==> config.mk <==
export PLATFORM = sky130hd
export DESIGN_NAME = fre_bin2bcd_flat
export DESIGN_NICKNAME = d
export VERILOG_FILES = /design/src/rtl/fre_bin2bcd_pkg.sv /design/src/rtl/fre_bin2bcd_if.sv /design/src/rtl/fre_bin2bcd_digit_adj.sv /design/src/rtl/fre_bin2bcd.sv /design/src/flat_wrapper.sv
export SDC_FILE = /design/constraint.sdc
export NUM_CORES = 1
export LEC_CHECK = 0
export CAP_MARGIN = 20
export CELL_PAD_IN_SITES_DETAIL_PLACEMENT = 0
export CELL_PAD_IN_SITES_GLOBAL_PLACEMENT = 2
export CORE_AREA = 2 2 158 160
export DETAILED_ROUTE_END_ITERATION = 16
export DIE_AREA = 0 0 160 162
export GPL_TIMING_DRIVEN = 1
export PLACE_DENSITY = 0.93
export SYNTH_ARGS = -nofsm -noshare
export SYNTH_HDL_FRONTEND = slang
export SYNTH_SLANG_ARGS = --single-unit
==> constraint.sdc <==
create_clock -name clk -period 5.2 [get_ports clk]
set_input_delay 0.52 -clock clk [delete_from_list [all_inputs] [get_ports clk]]
set_output_delay 0.52 -clock clk [all_outputs]
set_load 0.05 [all_outputs]
==> src/rtl/fre_bin2bcd_pkg.sv <==
// Shared constants and state encoding for the frequency-display BCD converter.
package fre_disp_pkg;
   localparam int unsigned W_FRE      = 32;
   localparam int unsigned BCD_DIGITS = 10;
   localparam int unsigned BCD_W      = 4 * BCD_DIGITS;

   typedef enum logic [1:0] {
      IDLE,
      SHIFT,
      DONE
   } state_t;
endpackage

==> src/rtl/fre_bin2bcd_if.sv <==
// Frequency-in / BCD-out bundle between the meter side and the display converter.
interface fre_bin2bcd_if #(
   parameter int unsigned W      = fre_disp_pkg::W_FRE,
   parameter int unsigned DIGITS = fre_disp_pkg::BCD_DIGITS
);
   logic [W-1:0]          fre;
   logic [4*DIGITS-1:0]   bcd;
   logic [3:0]            digit_cnt;
   logic                  busy;
   logic                  valid;

   modport master (
      output fre,
      input  bcd,
      input  digit_cnt,
      input  busy,
      input  valid
   );

   modport slave (
      input  fre,
      output bcd,
      output digit_cnt,
      output busy,
      output valid
   );
endinterface

==> src/rtl/fre_bin2bcd_digit_adj.sv <==
// Double-dabble digit correction: add 3 to a BCD digit of 5 or more before the shift.
module bcd_digit_adj (
   input  logic [3:0] i_d,
   output logic [3:0] o_d
);
   always_comb begin
      o_d = i_d;
      if (i_d >= 4'd5) o_d = i_d + 4'd3;
   end
endmodule

==> src/rtl/fre_bin2bcd.sv <==
// Sequential binary-to-BCD converter for the frequency meter result, one bit per clk;
// converts only when a new value has been stable for two samples.
module fre_bin2bcd
   import fre_disp_pkg::*;
#(
   parameter int unsigned W      = W_FRE,
   parameter int unsigned DIGITS = BCD_DIGITS
) (
   input  logic          clk,
   input  logic          rst_n,
   fre_bin2bcd_if.slave  bus
);
   localparam int unsigned   BW       = 4 * DIGITS;
   localparam int unsigned   CW       = $clog2(W);
   localparam logic [CW-1:0] CNT_LAST = CW'(W - 1);

   state_t         r_state;
   logic [W-1:0]   r_s1;
   logic [W-1:0]   r_s2;
   logic [W-1:0]   r_last;
   logic [W-1:0]   r_shreg;
   logic [BW-1:0]  r_work;
   logic [BW-1:0]  r_bcd;
   logic [CW-1:0]  r_cnt;
   logic [3:0]     r_digit_cnt;
   logic           r_busy;
   logic           r_valid;
   logic [BW-1:0]  w_adj;
   logic [3:0]     w_digit_cnt;

   for (genvar g = 0; g < DIGITS; g++) begin : g_adj
      bcd_digit_adj u_adj (
         .i_d (r_work[4*g +: 4]),
         .o_d (w_adj[4*g +: 4])
      );
   end

   // Highest nonzero digit wins; an all-zero value still shows one digit.
   always_comb begin
      w_digit_cnt = 4'd1;
      for (int unsigned i = 0; i < DIGITS; i++) begin
         if (r_work[4*i +: 4] != 4'd0) w_digit_cnt = 4'(i + 1);
      end
   end

   always_ff @(posedge clk or negedge rst_n) begin
      if (!rst_n) begin
         r_state     <= IDLE;
         r_s1        <= '0;
         r_s2        <= '0;
         r_last      <= '0;
         r_shreg     <= '0;
         r_work      <= '0;
         r_cnt       <= '0;
         r_bcd       <= '0;
         r_digit_cnt <= 4'd1;
         r_busy      <= 1'b0;
         r_valid     <= 1'b0;
      end else begin
         r_s1    <= bus.fre;
         r_s2    <= r_s1;
         r_valid <= 1'b0;
         case (r_state)
            IDLE: begin
               if (r_s1 == r_s2 && r_s2 != r_last) begin
                  r_shreg <= r_s2;
                  r_work  <= '0;
                  r_last  <= r_s2;
                  r_cnt   <= '0;
                  r_busy  <= 1'b1;
                  r_state <= SHIFT;
               end
            end
            SHIFT: begin
               // Top-digit MSB falls off the truncation; it is always 0 for legal DIGITS.
               r_work  <= BW'({w_adj, r_shreg[W-1]});
               r_shreg <= {r_shreg[W-2:0], 1'b0};
               if (r_cnt == CNT_LAST) r_state <= DONE;
               else                   r_cnt   <= r_cnt + 1'b1;
            end
            DONE: begin
               r_bcd       <= r_work;
               r_digit_cnt <= w_digit_cnt;
               r_valid     <= 1'b1;
               r_busy      <= 1'b0;
               r_state     <= IDLE;
            end
            default: r_state <= IDLE;
         endcase
      end
   end

   assign bus.bcd       = r_bcd;
   assign bus.digit_cnt = r_digit_cnt;
   assign bus.busy      = r_busy;
   assign bus.valid     = r_valid;
endmodule

==> src/flat_wrapper.sv <==
// flat-port wrapper written by rule: the top's interface ports become plain ports
module fre_bin2bcd_flat import fre_disp_pkg::*;
#(
   parameter int unsigned W      = W_FRE,
   parameter int unsigned DIGITS = BCD_DIGITS
)
  (clk, rst_n, bus_fre, bus_bcd, bus_digit_cnt, bus_busy, bus_valid);
  fre_bin2bcd_if #(.W(W), .DIGITS(DIGITS)) bus_i ();
  input  logic clk;
  input  logic rst_n;
  input wire logic [$bits(bus_i.fre)-1:0] bus_fre;
  output wire logic [$bits(bus_i.bcd)-1:0] bus_bcd;
  output wire logic [$bits(bus_i.digit_cnt)-1:0] bus_digit_cnt;
  output wire logic [$bits(bus_i.busy)-1:0] bus_busy;
  output wire logic [$bits(bus_i.valid)-1:0] bus_valid;
  assign bus_i.fre = bus_fre;
  assign bus_bcd = bus_i.bcd;
  assign bus_digit_cnt = bus_i.digit_cnt;
  assign bus_busy = bus_i.busy;
  assign bus_valid = bus_i.valid;
  fre_bin2bcd #(.W(W), .DIGITS(DIGITS)) u_core (.clk(clk), .rst_n(rst_n), .bus(bus_i));
endmodule
==> impl_metrics.toml <==
[clock_network]
cts.sinks = 221
path_clk_slew_ns = 0.06
cts-htree-levels = 1
postCtsSetupBuffers = 0
cts_hold_buf = 0
ctsResizeCount = 0
insertion_delay_ns = 0.51
cts_inserted_buffers = 24
cts-root-buf = "clkbuf_16"
cts_tree = "built"
clock_path_buffers = 3

[critical_path]
rrSetupSlack_ns = 2.38
timing.rr.start = "u_core.r_s2[1]"
worst_r2r_endpoint = "u_core.r_shreg[4]"
cp_slowest_cell = "nand4_1"
worstSetupPathType = "register to register"
setup.worst_path.start_class = "register"
cp.required_ns = 5.55
critPathMaxStageDelay_ns = 0.71
arrival_ns = 3.17
cp_cell_sequence = "xnor2_1 > nand4_1 > nor4_1 > nand4_1 > buf_4 > nand3_1 > a31oi_1"
r2r_cells = 7
cp_common_cell = "nand4_1"
end_kind = "register"
path_max_fanout = 18

[timing]
setup_viol = 0
finalCritPeriodShare_pct = 54.26
relSlewSlack_pct = 39.03
drv_slew = 0
fin_skew_ns = 0.01318
hold_viol = 0
finalSetupTns_ns = 0
layout_min_cycle_time_ns = 2.822
rsz0062_at_grt = "no"
fmax_ghz = 0.3544
tightest_slew_ns = 0.9145

[synthesis]
synthCells = 889
synthAdderAreaFrac_pct = 2.895
synth_top_family_by_area = "simple AND/OR/NAND/NOR gates"
ys_seq_area_share_pct = 58.19
synth.mux.area_fraction_pct = 2.474
ys_async_sr_fraction_pct = 100.0
synth_top_cell_by_area = "dfrtp_1"
ys_seq_elements = 221
synth_compound_area_share_pct = 12.73
synth.area.top_cells = "dfrtp_1 58%, xnor2_1 5.7%, o21ai_0 5.5%"
yosys_warnings = 0
synth_top_area_share_pct = 57.91
synth_fp_nets = 945
mappedNetlistArea_um2 = 9507
syn_area_per_cell_um2 = 10.69
synth_flop_cell = "dfrtp_1"
synth_xor_area_share_pct = 6.910
synth-simple-area-share_pct = 13.21
synth.distinct_cells = 43
synth_edf_count = 0

[drt]
vias_per_cell = 5.127
drt-wirelength-per-cell_um = 15.96
ant_nets = 0
drcViolationCount = 0
drt_iter0_drc = 436
wl_mm = 20.68
dr.pass1.iters = 4
via_count = 6645

[grt]
grt_pass1_wl_mm = 35.38
grt_pass1_vias = 6792
met2_usage_pct = 26.94
groute.usage.overall_pct = 16.54
antenna_found_initial = 0
grtUsageMet3_pct = 2.298
grt_max_degree = 116
grt.overflow.total = 0
grt-busiest-layer = "met2"
grt.met1_usage_pct = 23.28

[floorplan]
die_x_um = 160
io_pins = 80
rows = 57
initial_core_util_pct = 39.44
coreArea_um2 = 24110
dieArea_um2 = 25920
die_height_um = 162

[layout]
drive_gt1_share_pct = 8.951
antenna_cells = 0
fin_util_pct = 47.46
area_delta_synth_final_pct = 20.35
final_nets = 1010
instances_no_fill = 1296

[run_status]
outcome = "complete, no violations"

[place]
port_buffers = 79
place.gp.congestion = 0.8163
dp_cells = 1252
dpl.hpwl_mm = 13.21

[job]
drv_cap = 0

[pwr]
power_leakage_nw = 5.118
ir_worst_vdd_uv = 256.6
powerDensity_nw_per_um2 = 322.4

[hold_path]
hold_class = "primary input to async pin"
[flip-flops by register name (all words and copies together) (netlist names)]
name / flops
u_core.r_last: 32
u_core.bus.busy: 1
u_core.r_s2: 32
u_core.bus.bcd: 40
u_core.bus.valid: 1
u_core.r_state: 2
u_core.r_shreg: 32
u_core.bus.digit_cnt: 4
u_core.r_s1: 32
u_core.r_work: 40
u_core.r_cnt: 5
[cell families (layout without fill, tap and decap cells)]
group / after synthesis / in the layout
AOI/OAI and AO/OA: 219 / 219
xor gates and xnor gates: 75 / 75
adders and majority gates: 22 / 22
buffers and inverters: 75 / 158
DFF: 221 / 221
muxes: 21 / 21
and+or+nand+nor: 256 / 256
[worst max path at each step]
stage | to | slack (ns) | startpoint | cells after the start
detailed placement | u_core.r_shreg[23] | 2.43 | u_core.r_s2[27] | 6
finish | u_core.r_shreg[4] | 2.38 | u_core.r_s2[1] | 7
CTS | u_core.r_shreg[4] | 2.40 | u_core.r_s2[27] | 6
global route | u_core.r_shreg[8] | 2.18 | u_core.r_s2[0] | 7
floorplan | u_core.r_work[10] | 3.36 | u_core.r_s2[18] | 7
global placement | u_core.r_shreg[0] | 2.43 | u_core.r_s2[23] | 6
[placed cells by master (no fill, tap or decap), types with 5 or more instances in the layout]
| cell type | instances |
|---|---|
| dfrtp_1 | 220 |
| nand2_1 | 106 |
| o21ai_0 | 104 |
| clkdlybuf4s50_1 | 78 |
| xnor2_1 | 62 |
| nor2_1 | 51 |
| a31oi_1 | 42 |
| a21oi_1 | 30 |
| o22ai_1 | 29 |
| nand3_1 | 28 |
| inv_1 | 26 |
| clkbuf_16 | 25 |
| ha_1 | 22 |
| mux2_2 | 20 |
| nand4_1 | 14 |
| xor2_1 | 13 |
| nor3b_1 | 12 |
| nand2b_1 | 10 |
| nor4b_1 | 10 |
| clkbuf_8 | 8 |
| buf_4 | 7 |
| o21ai_1 | 6 |
| clkinv_2 | 6 |
| nor3_1 | 5 |
| nand3_2 | 5 |
[stage by stage]
stage / hold WS [ns] / setup slack [ns] / area [um2] / power, mW
2_1_floorplan: 0.2244 / 3.359 / 9507 / 1.830
3_3_place_gp: 0.3774 / 2.429 / 10550 / 1.909
3_5_place_dp: 0.3829 / 2.432 / 10570 / 1.909
4_1_cts: 0.1199 / 2.401 / 11440 / 3.739
5_1_grt: 0.1575 / 2.178 / 11440 / 3.815
6_report: 0.07139 / 2.378 / 11440 / 3.688
[cell type report]
type	instances	area, um2
Timing Repair Buffer	88	895.9
Fill cell	2298	12660
Sequential cell	221	5532
Inverter	26	97.59
Clock inverter	10	127.6
Clock buffer	34	739.5
Tap cell	324	405.4
Multi-Input combinational cell	593	3643
[critical path, delay by kind of cell, from the launching register on]
| family | cells | cell delay (ns) |
|---|---|---|
| compound gates | 1 | 0.10 |
| simple gates | 4 | 1.38 |
| buf+inv | 1 | 0.50 |
| flops | 1 | 0.41 |
| xor+xnor | 1 | 0.26 |
[power by group]
group / internal, mW / total, mW / switching (mW) / leakage (nW)
combinational: 0.0480 / 0.102 / 0.0541 / 1.75
sequential: 1.75 / 1.77 / 0.0265 / 2.94
clock: 1.14 / 1.81 / 0.679 / 0.433
[per-layer routing]
metal	wire [um]	up-vias
met5	0	-
met4	495	0
met3	803	30
met2	9690	147
met1	9690	3247
li1	-	3221
[synth_stat cells (all sizes together) (2+ instances only)]
cell / number
nor2b: 3
a21oi: 30
o22ai: 29
o21ai: 110
and4: 2
nor3: 5
nand3: 33
mux2: 20
nand4: 15
dfrtp: 220
a21o: 2
buf: 14
xnor2: 62
nor4: 5
inv: 26
nand2: 106
nor4b: 10
ha: 22
nand2b: 12
xor2: 13
nor2: 52
nor3b: 12
a31oi: 42
clkbuf: 35
No activity file was read; power rests on OpenSTA's default activity.
